===== src/rtl/fsk_frame_decoder.sv =====
// Serial FSK frame decoder: header hunt, DATA_W-bit payload deserialise, single parity check.
// Define FSK_DEC_STATS_EN to add saturating frame/error counters (frame_cnt, err_cnt).
module fsk_frame_decoder #(
  parameter int                 HDR_LEN     = 3,
  parameter logic [HDR_LEN-1:0] HDR_PATTERN = 3'b111,
  parameter int                 DATA_W      = 4,
  parameter int                 PARITY_ODD  = 0
`ifdef FSK_DEC_STATS_EN
  ,
  parameter int                 CNT_W       = 8
`endif
) (
  input  logic              clk,
  input  logic              reset,
  input  logic              in_en,
  input  logic              IN,
  output logic [DATA_W-1:0] OUT,
  output logic              WRONG,
  output logic              out_valid,
  output logic              locked
`ifdef FSK_DEC_STATS_EN
  ,
  output logic [CNT_W-1:0]  frame_cnt,
  output logic [CNT_W-1:0]  err_cnt
`endif
);

  localparam int IW = $clog2(DATA_W + 1);
  localparam int FW = $clog2(HDR_LEN + 1);

  typedef enum logic [1:0] {HUNT, DATA, PARITY} state_t;

  state_t              state_q, state_d;
  logic [HDR_LEN-1:0]  win_q, win_d, win_sh;
  logic [FW-1:0]       fill_q, fill_d, fill_sh;
  logic [IW-1:0]       idx_q, idx_d;
  logic [DATA_W-1:0]   pay_q, pay_d;
  logic [DATA_W-1:0]   out_q, out_d;
  logic                wrong_q, wrong_d;
  logic                vld_q, vld_d;
  logic                par;

  always_ff @(posedge clk or negedge reset) begin
    if (!reset) begin
      state_q <= HUNT;
      win_q   <= '0;
      fill_q  <= '0;
      idx_q   <= '0;
      pay_q   <= '0;
      out_q   <= '0;
      wrong_q <= 1'b0;
      vld_q   <= 1'b0;
    end else begin
      state_q <= state_d;
      win_q   <= win_d;
      fill_q  <= fill_d;
      idx_q   <= idx_d;
      pay_q   <= pay_d;
      out_q   <= out_d;
      wrong_q <= wrong_d;
      vld_q   <= vld_d;
    end
  end

  always_comb begin
    state_d = state_q;
    win_d   = win_q;
    fill_d  = fill_q;
    idx_d   = idx_q;
    pay_d   = pay_q;
    out_d   = out_q;
    wrong_d = wrong_q;
    vld_d   = 1'b0;
    // Candidate window/fill for the hunt; the fill count gates matches on stale bits.
    win_sh    = win_q << 1;
    win_sh[0] = IN;
    fill_sh   = (fill_q == FW'(HDR_LEN)) ? fill_q : fill_q + FW'(1);
    par       = (^pay_q) ^ IN;
    if (in_en) begin
      case (state_q)
        HUNT: begin
          win_d  = win_sh;
          fill_d = fill_sh;
          if ((fill_sh == FW'(HDR_LEN)) && (win_sh == HDR_PATTERN)) begin
            state_d = DATA;
            idx_d   = '0;
          end
        end
        DATA: begin
          for (int i = 0; i < DATA_W; i++) begin
            if (idx_q == IW'(i)) pay_d[i] = IN;
          end
          idx_d = idx_q + IW'(1);
          if (idx_q == IW'(DATA_W - 1)) state_d = PARITY;
        end
        PARITY: begin
          out_d   = pay_q;
          wrong_d = (PARITY_ODD != 0) ? ~par : par;
          vld_d   = 1'b1;
          state_d = HUNT;
          fill_d  = '0;
          win_d   = '0;
        end
        default: state_d = HUNT;
      endcase
    end
  end

  assign OUT       = out_q;
  assign WRONG     = wrong_q;
  assign out_valid = vld_q;
  assign locked    = (state_q == DATA) || (state_q == PARITY);

`ifdef FSK_DEC_STATS_EN
  logic [CNT_W-1:0] fcnt_q, ecnt_q;

  // Counters advance on the same edge that publishes the frame, saturating at all-ones.
  always_ff @(posedge clk or negedge reset) begin
    if (!reset) begin
      fcnt_q <= '0;
      ecnt_q <= '0;
    end else if (vld_d) begin
      if (!(&fcnt_q)) fcnt_q <= fcnt_q + CNT_W'(1);
      if (wrong_d && !(&ecnt_q)) ecnt_q <= ecnt_q + CNT_W'(1);
    end
  end

  assign frame_cnt = fcnt_q;
  assign err_cnt   = ecnt_q;
`endif

endmodule


===== config.mk =====
export PLATFORM = sky130hd
export DESIGN_NAME = fsk_frame_decoder
export DESIGN_NICKNAME = d
export VERILOG_FILES = /design/src/rtl/fsk_frame_decoder.sv
export SDC_FILE = /design/constraint.sdc
export NUM_CORES = 1
export LEC_CHECK = 0
export CELL_PAD_IN_SITES_DETAIL_PLACEMENT = 0
export CELL_PAD_IN_SITES_GLOBAL_PLACEMENT = 2
export CORE_MARGIN = 5
export CORE_UTILIZATION = 38
export DETAILED_ROUTE_END_ITERATION = 10
export HOLD_SLACK_MARGIN = 0.12
export PLACE_DENSITY_LB_ADDON = 0.15
export SLEW_MARGIN = 15
export SYNTH_ARGS = -nofsm -noshare
export SYNTH_HDL_FRONTEND = slang
export SYNTH_SLANG_ARGS = --single-unit

===== constraint.sdc =====
create_clock -name clk -period 4.4 [get_ports clk]
set_clock_uncertainty 0.1 [all_clocks]
set_input_delay 0.88 -clock clk [delete_from_list [all_inputs] [get_ports clk]]
set_output_delay 0.88 -clock clk [all_outputs]
set_load 0.1 [all_outputs]

== Word level (Yosys, flattened, before mapping) ==
Index checks and enable logic that the tools add are counted.

* Flip-flop bits (word level): 19
* Logic and storage cells: 49

* Add/sub/neg operators: 2
* Equality and inequality tests: 10
* Mux-type cells: 10
* Bitwise gates (word level): 1
* Reduce and logical (&&, ||, !) cells: 15

{| class="wikitable"
|+ Operator list
! operator !! number
|-
| $reduce_and A3 Y1 || 6
|-
| $pmux W2 S2 || 3
|-
| $eq A2 B2 Y1 const B || 3
|-
| $eq A3 B2 Y1 const B || 2
|-
| $mux W2 || 3
|-
| $pmux W3 S2 || 1
|-
| $ne A2 B2 Y1 const B || 2
|-
| $reduce_and A2 Y1 || 2
|-
| $reduce_bool A2 Y1 || 2
|-
| $reduce_xor A4 Y1 || 1
|-
| $add A3 B1 Y3 const B || 1
|-
| $eq A3 B1 Y1 const B || 1
|-
| $eq A3 B3 Y1 const B || 1
|-
| $logic_not A3 Y1 || 1
|-
| $mux W3 || 1
|-
| $add A2 B1 Y2 const B || 1
|-
| $eq A2 B1 Y1 const B || 1
|-
| $logic_not A2 Y1 || 1
|-
| $mux W1 || 2
|-
| $logic_and A1 B1 Y1 || 1
|-
| $logic_or A1 B1 Y1 || 1
|-
| $xor A1 B1 Y1 || 1
|}

== Logic depth before layout (Yosys ltp) ==
Gate-level depths: netlist of run 1.

* Depth after elaboration: 6
* Gate-level depth with buffers: 5
* Gate-level depth less buffers: 5

== Worst setup path before layout of run 1 ==
OpenSTA, ideal clock, no wires.

* Path kind: reg-to-output
* Start: register state_q[0]
* End: output locked
* Data arrival time: 1,266 ps
* Setup slack: 2,154 ps
* Cell stages (with the launch flop): 3
* Buffers on the path: 0
* Cell sequence: dfrtp_1 > inv_1 > ha_1

* Cells in the longest elaborated chain, start to end: 2

{| class="wikitable"
|+ Ends and longest elaborated chain
! element !! RTL line !! text
|-
| start: declaration || 33 || <nowiki>state_t state_q, state_d;</nowiki>
|-
| start signal: assignment || 54 || <nowiki>state_q <= state_d;</nowiki>
|-
| $eq A2 B1 Y1 or $eq A2 B2 Y1 (tied branches) || 112 || <nowiki>assign locked = (state_q == DATA) || (state_q == PARITY);</nowiki>
|-
| $logic_or A1 B1 Y1 (*) || 112 ||
|-
| end: declaration || 20 || <nowiki>output logic locked</nowiki>
|}

Every way passes the cells marked *; elsewhere a longest branch is shown, timed or not.

== Worst setup path in the final report of run 1 ==
Ends and elaborated chain as after synthesis.

==> metrics.csv, run 1 <==
stage;metric;value;unit
status;status;finished, final reports clean;
cells_and_area;nNetsFinal;109;
setup_path;startpoint;state_q[0];
cells_and_area;areaGrowthSynthToFinish;16.43;%
cells_and_area;layout_commonest_cell;dfrtp_1;
cts;h-tree-depth;1;
setup_path;cp_slowest_cell;clkdlybuf4s50_1;
route;drc_errors;0;
setup_path;worstPathMaxFanout;4;
grt;grt.busiest_layer;met2;
setup_path;crit_arrival;2170;ps
cells_and_area;final_util;45.58;%
cts;clock-sinks;19;
yosys;synth_cells;83;
cts;numCtsBuffers;3;
placed_design;io_buffers;10;
setup_path;path_delay_family;buffers and inverters;
timing;period_minus_slack;3150;ps
setup_path;worst_setup_path_end_kind;output port;
cts;postCtsSetupBuffers;0;
cts;cts_root_buf;clkbuf_4;
grt;grt_pass1_vias;603;
cts;cts_resized;0;
floorplanning;die_area;3607;sq um
floorplanning;num_rows;18;
route;drt_iter0_markers;27;
cells_and_area;fillers;242;
route;drt-pass1-iter-count;4;
setup_path;path_class;reg2out;
setup_path;cp_cell_sequence;inv_1 > ha_1 > clkdlybuf4s50_1;
cts;ctsHoldBuffers;0;
floorplanning;design.core.area;2432;sq um
grt;antenna_found_initial;0;
route;wl_per_cell;12.56;um
yosys;synthMuxAreaShare;11.56;%
setup_path;reg2regPathDepth;5;
grt;use_met1;14.65;%
route;wirelength;1.583;mm
yosys;avgSynthCellArea;11.47;sq um
timing;tightest_slew;965.0;ps
setup_path;cp-endpoint;locked;
setup_path;critPathLaunchType;register;
timing;hold_viol;0;
setup_path;r2r_end;pay_q[1];
flow_run;maxCapViolations;0;
timing;fin_crit_sh;71.60;%
setup_path;path_depth;3;
cts;insertion_delay;290;ps
yosys;ys_seq_elements;19;
route;vias;600;
floorplanning;chipWidth;60.06;um
route;via_per_inst;4.762;
floorplanning;ios;11;
cts;clockBufferDepth;2;
floorplanning;initial_utilization;39.15;%
timing;setup_viol;0;
yosys;syn-num-nets;95;
yosys;synth_area;952.2;sq um
timing;timing.hold.ws;419.3;ps
setup_path;slowest_delay;1120;ps
cts;path_clk_slew;110;ps
grt;grt.met3_usage;2.592;%
cts;cts_tree;yes;
setup_path;rr_startpoint;state_q[1];
yosys;synth_top_family_by_area;multiplexers;
timing;rsz0062_at_grt;no;
yosys;ys_types;25;
cells_and_area;drive_gt1_share;8.333;%
setup_path;ff2ff_setup_slack;2840;ps
timing;slew_headroom;35.46;%
placed_design;dpl.hpwl;1.184;mm
grt;grt_max_degree;20;
placed_design;gp_congestion;0.6576;
yosys;ys_warn_count;0;
grt;met2_usage;14.81;%
yosys;synthSimpleGateAreaFrac;9.987;%
yosys;synthAdderAreaFrac;10.51;%
min_path;hold_path_class;reg2reg;
timing;finalSetupTns;0;ps
timing;max_freq;0.3174;GHz
setup_path;worst-path-buf-inv;2;
floorplanning;die_h;60.06;um
cells_and_area;diodes;0;
grt;grt_pass1_wl;2.787;mm
yosys;synth-compound-area-share;9.461;%
yosys;seq_area_frac_synth;49.93;%
setup_path;cp.required;3420;ps
timing;slew_viol_final;0;
grt;grt.overflow.total;0;
yosys;synth_xor_xnor_area_share;4.205;%
grt;grt_util_all_layers;10.38;%
cells_and_area;final_cell_mix;19 x dfrtp_1, 10 x clkdlybuf4s50_1, 9 x inv_1, 9 x nand2_1, 8 x ha_1;
route;ant_nets;0;
layer usage:
layer  vias up  routed length (um)
li1        311                   -
met1       278                 825
met2         9                 660
met3         2                  79
met4         0                  19
met5         -                   0
cell usage after synthesis:
cell type / count / share of area, %
nand4_1: 1 / 0.66
mux2_2: 5 / 5.9
o22a_1: 1 / 0.92
o21ai_1: 1 / 0.53
buf_4: 1 / 0.79
mux2i_1: 2 / 2.1
ha_1: 8 / 11
mux2_1: 3 / 3.5
or2b_1: 1 / 0.79
o221ai_1: 1 / 0.92
o211ai_1: 1 / 0.79
and4_1: 1 / 0.92
nand2_1: 9 / 3.5
inv_1: 9 / 3.5
nand2b_1: 2 / 1.3
o31ai_1: 1 / 0.79
o22ai_1: 2 / 1.3
xnor2_1: 2 / 1.8
nand3_1: 1 / 0.53
dfrtp_1: 19 / 50
nor2b_1: 2 / 1.3
a21oi_1: 4 / 2.1
xnor3_1: 1 / 2.4
o21ai_0: 4 / 2.1
and3b_1: 1 / 0.92
metrics by stage:
stage / std cells / cell area (sq um) / worst slack [ps]
finish: 126 / 1109 / 1250
global route: 126 / 1109 / 1141
CTS: 126 / 1109 / 1218
detailed placement: 122 / 1082 / 1562
global placement: 122 / 1082 / 1587
floorplan: 83 / 952.2 / 2154
worst min-delay path by stage:
stage	startpoint	endpoint	slack [ps]	cells after the start
global placement	WRONG	WRONG	370	2
CTS	OUT[2]	OUT[2]	420	1
global route	OUT[2]	OUT[2]	440	1
finish	OUT[1]	OUT[1]	420	1
detailed placement	OUT[2]	OUT[2]	400	1
floorplan	fill_q[0]	fill_q[0]	360	2
kinds of logic (layout without fill, tap and decap cells):
| logic type | count (synthesis) | count (layout) |
|---|---|---|
| AND/OR/NAND/NOR | 18 | 18 |
| AO/OA/AOI/OAI | 15 | 15 |
| flip-flops | 19 | 19 |
| multiplexers | 10 | 10 |
| adder cells (fa/ha/maj) | 8 | 8 |
| buffers and inverters | 10 | 23 |
| XOR/XNOR | 3 | 3 |
area by class of cell:
class,instances,area [sq um],area share (%)
clock buffers,4,26.28,2.370
inverters,9,33.78,3.047
multi-input cells,54,435.4,39.28
flip-flops and latches,19,475.5,42.89
well taps,30,37.54,3.386
repair buffers,10,100.1,9.029
registers in the layout (all words and copies together), names as in the netlist:
register   flops
pay_q          4
idx_q          3
WRONG          1
win_q          2
fill_q         2
out_valid      1
OUT            4
state_q        2
worst register-to-register path: cells and delay by family (launching register included):
family / cells / cell delay (ps)
buf+inv: 1 / 80
simple gates: 2 / 320
flops: 1 / 410
fa+ha+maj: 1 / 260
mux: 1 / 300
Power of run 1 is left out: the tool's default activity adds up to more than one toggle a clock period on the data nets, which glitch-free logic cannot reach.
==> run 2: changes to the inputs <==
CORE_UTILIZATION = 35   (was 38)
clock period = 3.2 ns   (was 4.4 ns; I/O delays follow)
==> run 2 against run 1 <==
Routed wire length increased by 1.3%. Critical path depth unchanged. Sequential share of layout area increased by 0.64 points. Clock-buffer cell count did not move. Sequential cell count unchanged. Largest cell class unchanged. First-iteration DRC count decreased by 67%. Final cell count grew 0.79%. Via count rose by 0.83%. Global-route usage is 1.2 points lower. Register-to-register slack lost 1200 ps. Die area rose by 7.1%. Final area down 1.5%.
==> metrics.csv, run 2 (synthesis results as in run 1) <==
stage;metric;value;unit
timing;hold_viol;0;
grt;grt_util_all_layers;9.163;%
cts;cts_tree;yes;
floorplanning;initial_utilization;35.44;%
route;via_per_inst;4.764;
setup_path;ff2ff_setup_slack;1610;ps
cts;path_clk_slew;110;ps
setup_path;cp.required;2460;ps
route;ant_nets;0;
route;vias;605;
floorplanning;design.core.area;2686;sq um
route;route.met2.wl;698;um
route;met3_length;81;um
grt;grt_pass1_vias;632;
cells_and_area;final_cell_mix;19 x dfrtp_1, 9 x inv_1, 9 x nand2_1, 8 x ha_1, 7 x buf_4;
cts;clock-sinks;19;
cts;cts_root_buf;clkbuf_4;
cts;insertion_delay;290;ps
route;wl_per_cell;12.62;um
grt;grt_pass1_wl;2.815;mm
timing;slew_viol_final;0;
flow_run;maxCapViolations;0;
floorplanning;ios;11;
floorplanning;die_h;62.16;um
floorplanning;num_rows;19;
floorplanning;die_area;3864;sq um
cells_and_area;layout_commonest_cell;dfrtp_1;
grt;grt_max_degree;20;
cts;h-tree-depth;1;
cts;numCtsBuffers;3;
setup_path;critPathLaunchType;register;
timing;period_minus_slack;2078;ps
timing;slew_headroom;41.74;%
setup_path;worstPathMaxFanout;4;
timing;rsz0062_at_grt;no;
route;wirelength;1.603;mm
cts;ctsHoldBuffers;0;
min_path;hold_path_class;reg2reg;
timing;tightest_slew;871.1;ps
grt;grt.overflow.total;0;
setup_path;path_class;reg2out;
timing;finalSetupTns;0;ps
cells_and_area;drive_gt1_share;15.63;%
route;met1_length;807;um
cells_and_area;nNetsFinal;109;
route;drt_iter0_markers;9;
placed_design;io_buffers;10;
timing;setup_viol;0;
status;status;finished, final reports clean;
placed_design;dpl.hpwl;1.201;mm
cts;postCtsSetupBuffers;0;
placed_design;gp_congestion;0.7207;
route;drc_errors;0;
route;top_layer;met4;
cells_and_area;areaGrowthSynthToFinish;14.72;%
setup_path;crit_arrival;1340;ps
timing;fin_crit_sh;64.94;%
cts;clockBufferDepth;2;
timing;max_freq;0.4812;GHz
cts;cts_resized;0;
route;drt-pass1-iter-count;4;
grt;antenna_found_initial;0;
floorplanning;chipWidth;62.16;um
cells_and_area;diodes;0;
setup_path;worst_setup_path_end_kind;output port;
-- run 2: changes by cell type in the layout (fill, tap and decap cells not counted) --
cell,change
buf_4,+7
clkdlybuf4s50_1,-7
-- run 2: worst paths after layout --
check                            end  cells past startpoint        from
max                           locked                      3  state_q[0]
min                            WRONG                      2       WRONG
max reg2reg                 pay_q[1]                      5  state_q[1]
min reg2reg                    WRONG                      2       WRONG
max in group asynchronous     OUT[0]                      1       reset
min in group asynchronous  fill_q[1]                      1       reset
-- run 2: final cells by class --
class                   count  area (sq um)
fillers                   266          1594
clock buffers               4         26.28
flip-flops and latches     19         475.5
inverters                   9         33.78
multi-input cells          54         435.4
repair buffers             10         82.58
well taps                  31         38.79
-- run 2: layer usage --
| layer | vias up | GRT usage (%) |
|---|---|---|
| met3 | 2 | 3.604 |
| met4 | 0 | 3.252 |
| met5 | - | 0 |
| met2 | 10 | 13.60 |
| li1 | 310 | - |
| met1 | 283 | 11.99 |
-- run 2: worst max-delay path: stages, from the launching register on --
cell and delay (ps):
dfrtp_1 400, inv_1 90, ha_1 280, buf_4 280
-- run 2: through the flow --
step | instances | area [sq um] | hold slack, ps | setup WS, ps | utilization [%]
floorplan | 83 | 952.2 | 244.4 | 1194 | -
global placement | 123 | 1066 | 374.5 | 1033 | 39.68
detailed placement | 123 | 1066 | 382.4 | 1007 | 39.68
CTS | 127 | 1092 | 408.1 | 1096 | 40.66
global route | 127 | 1092 | 430.8 | 1036 | 40.66
finish | 127 | 1092 | 401.1 | 1122 | 40.66
Power of run 2 is left out for the same reason.
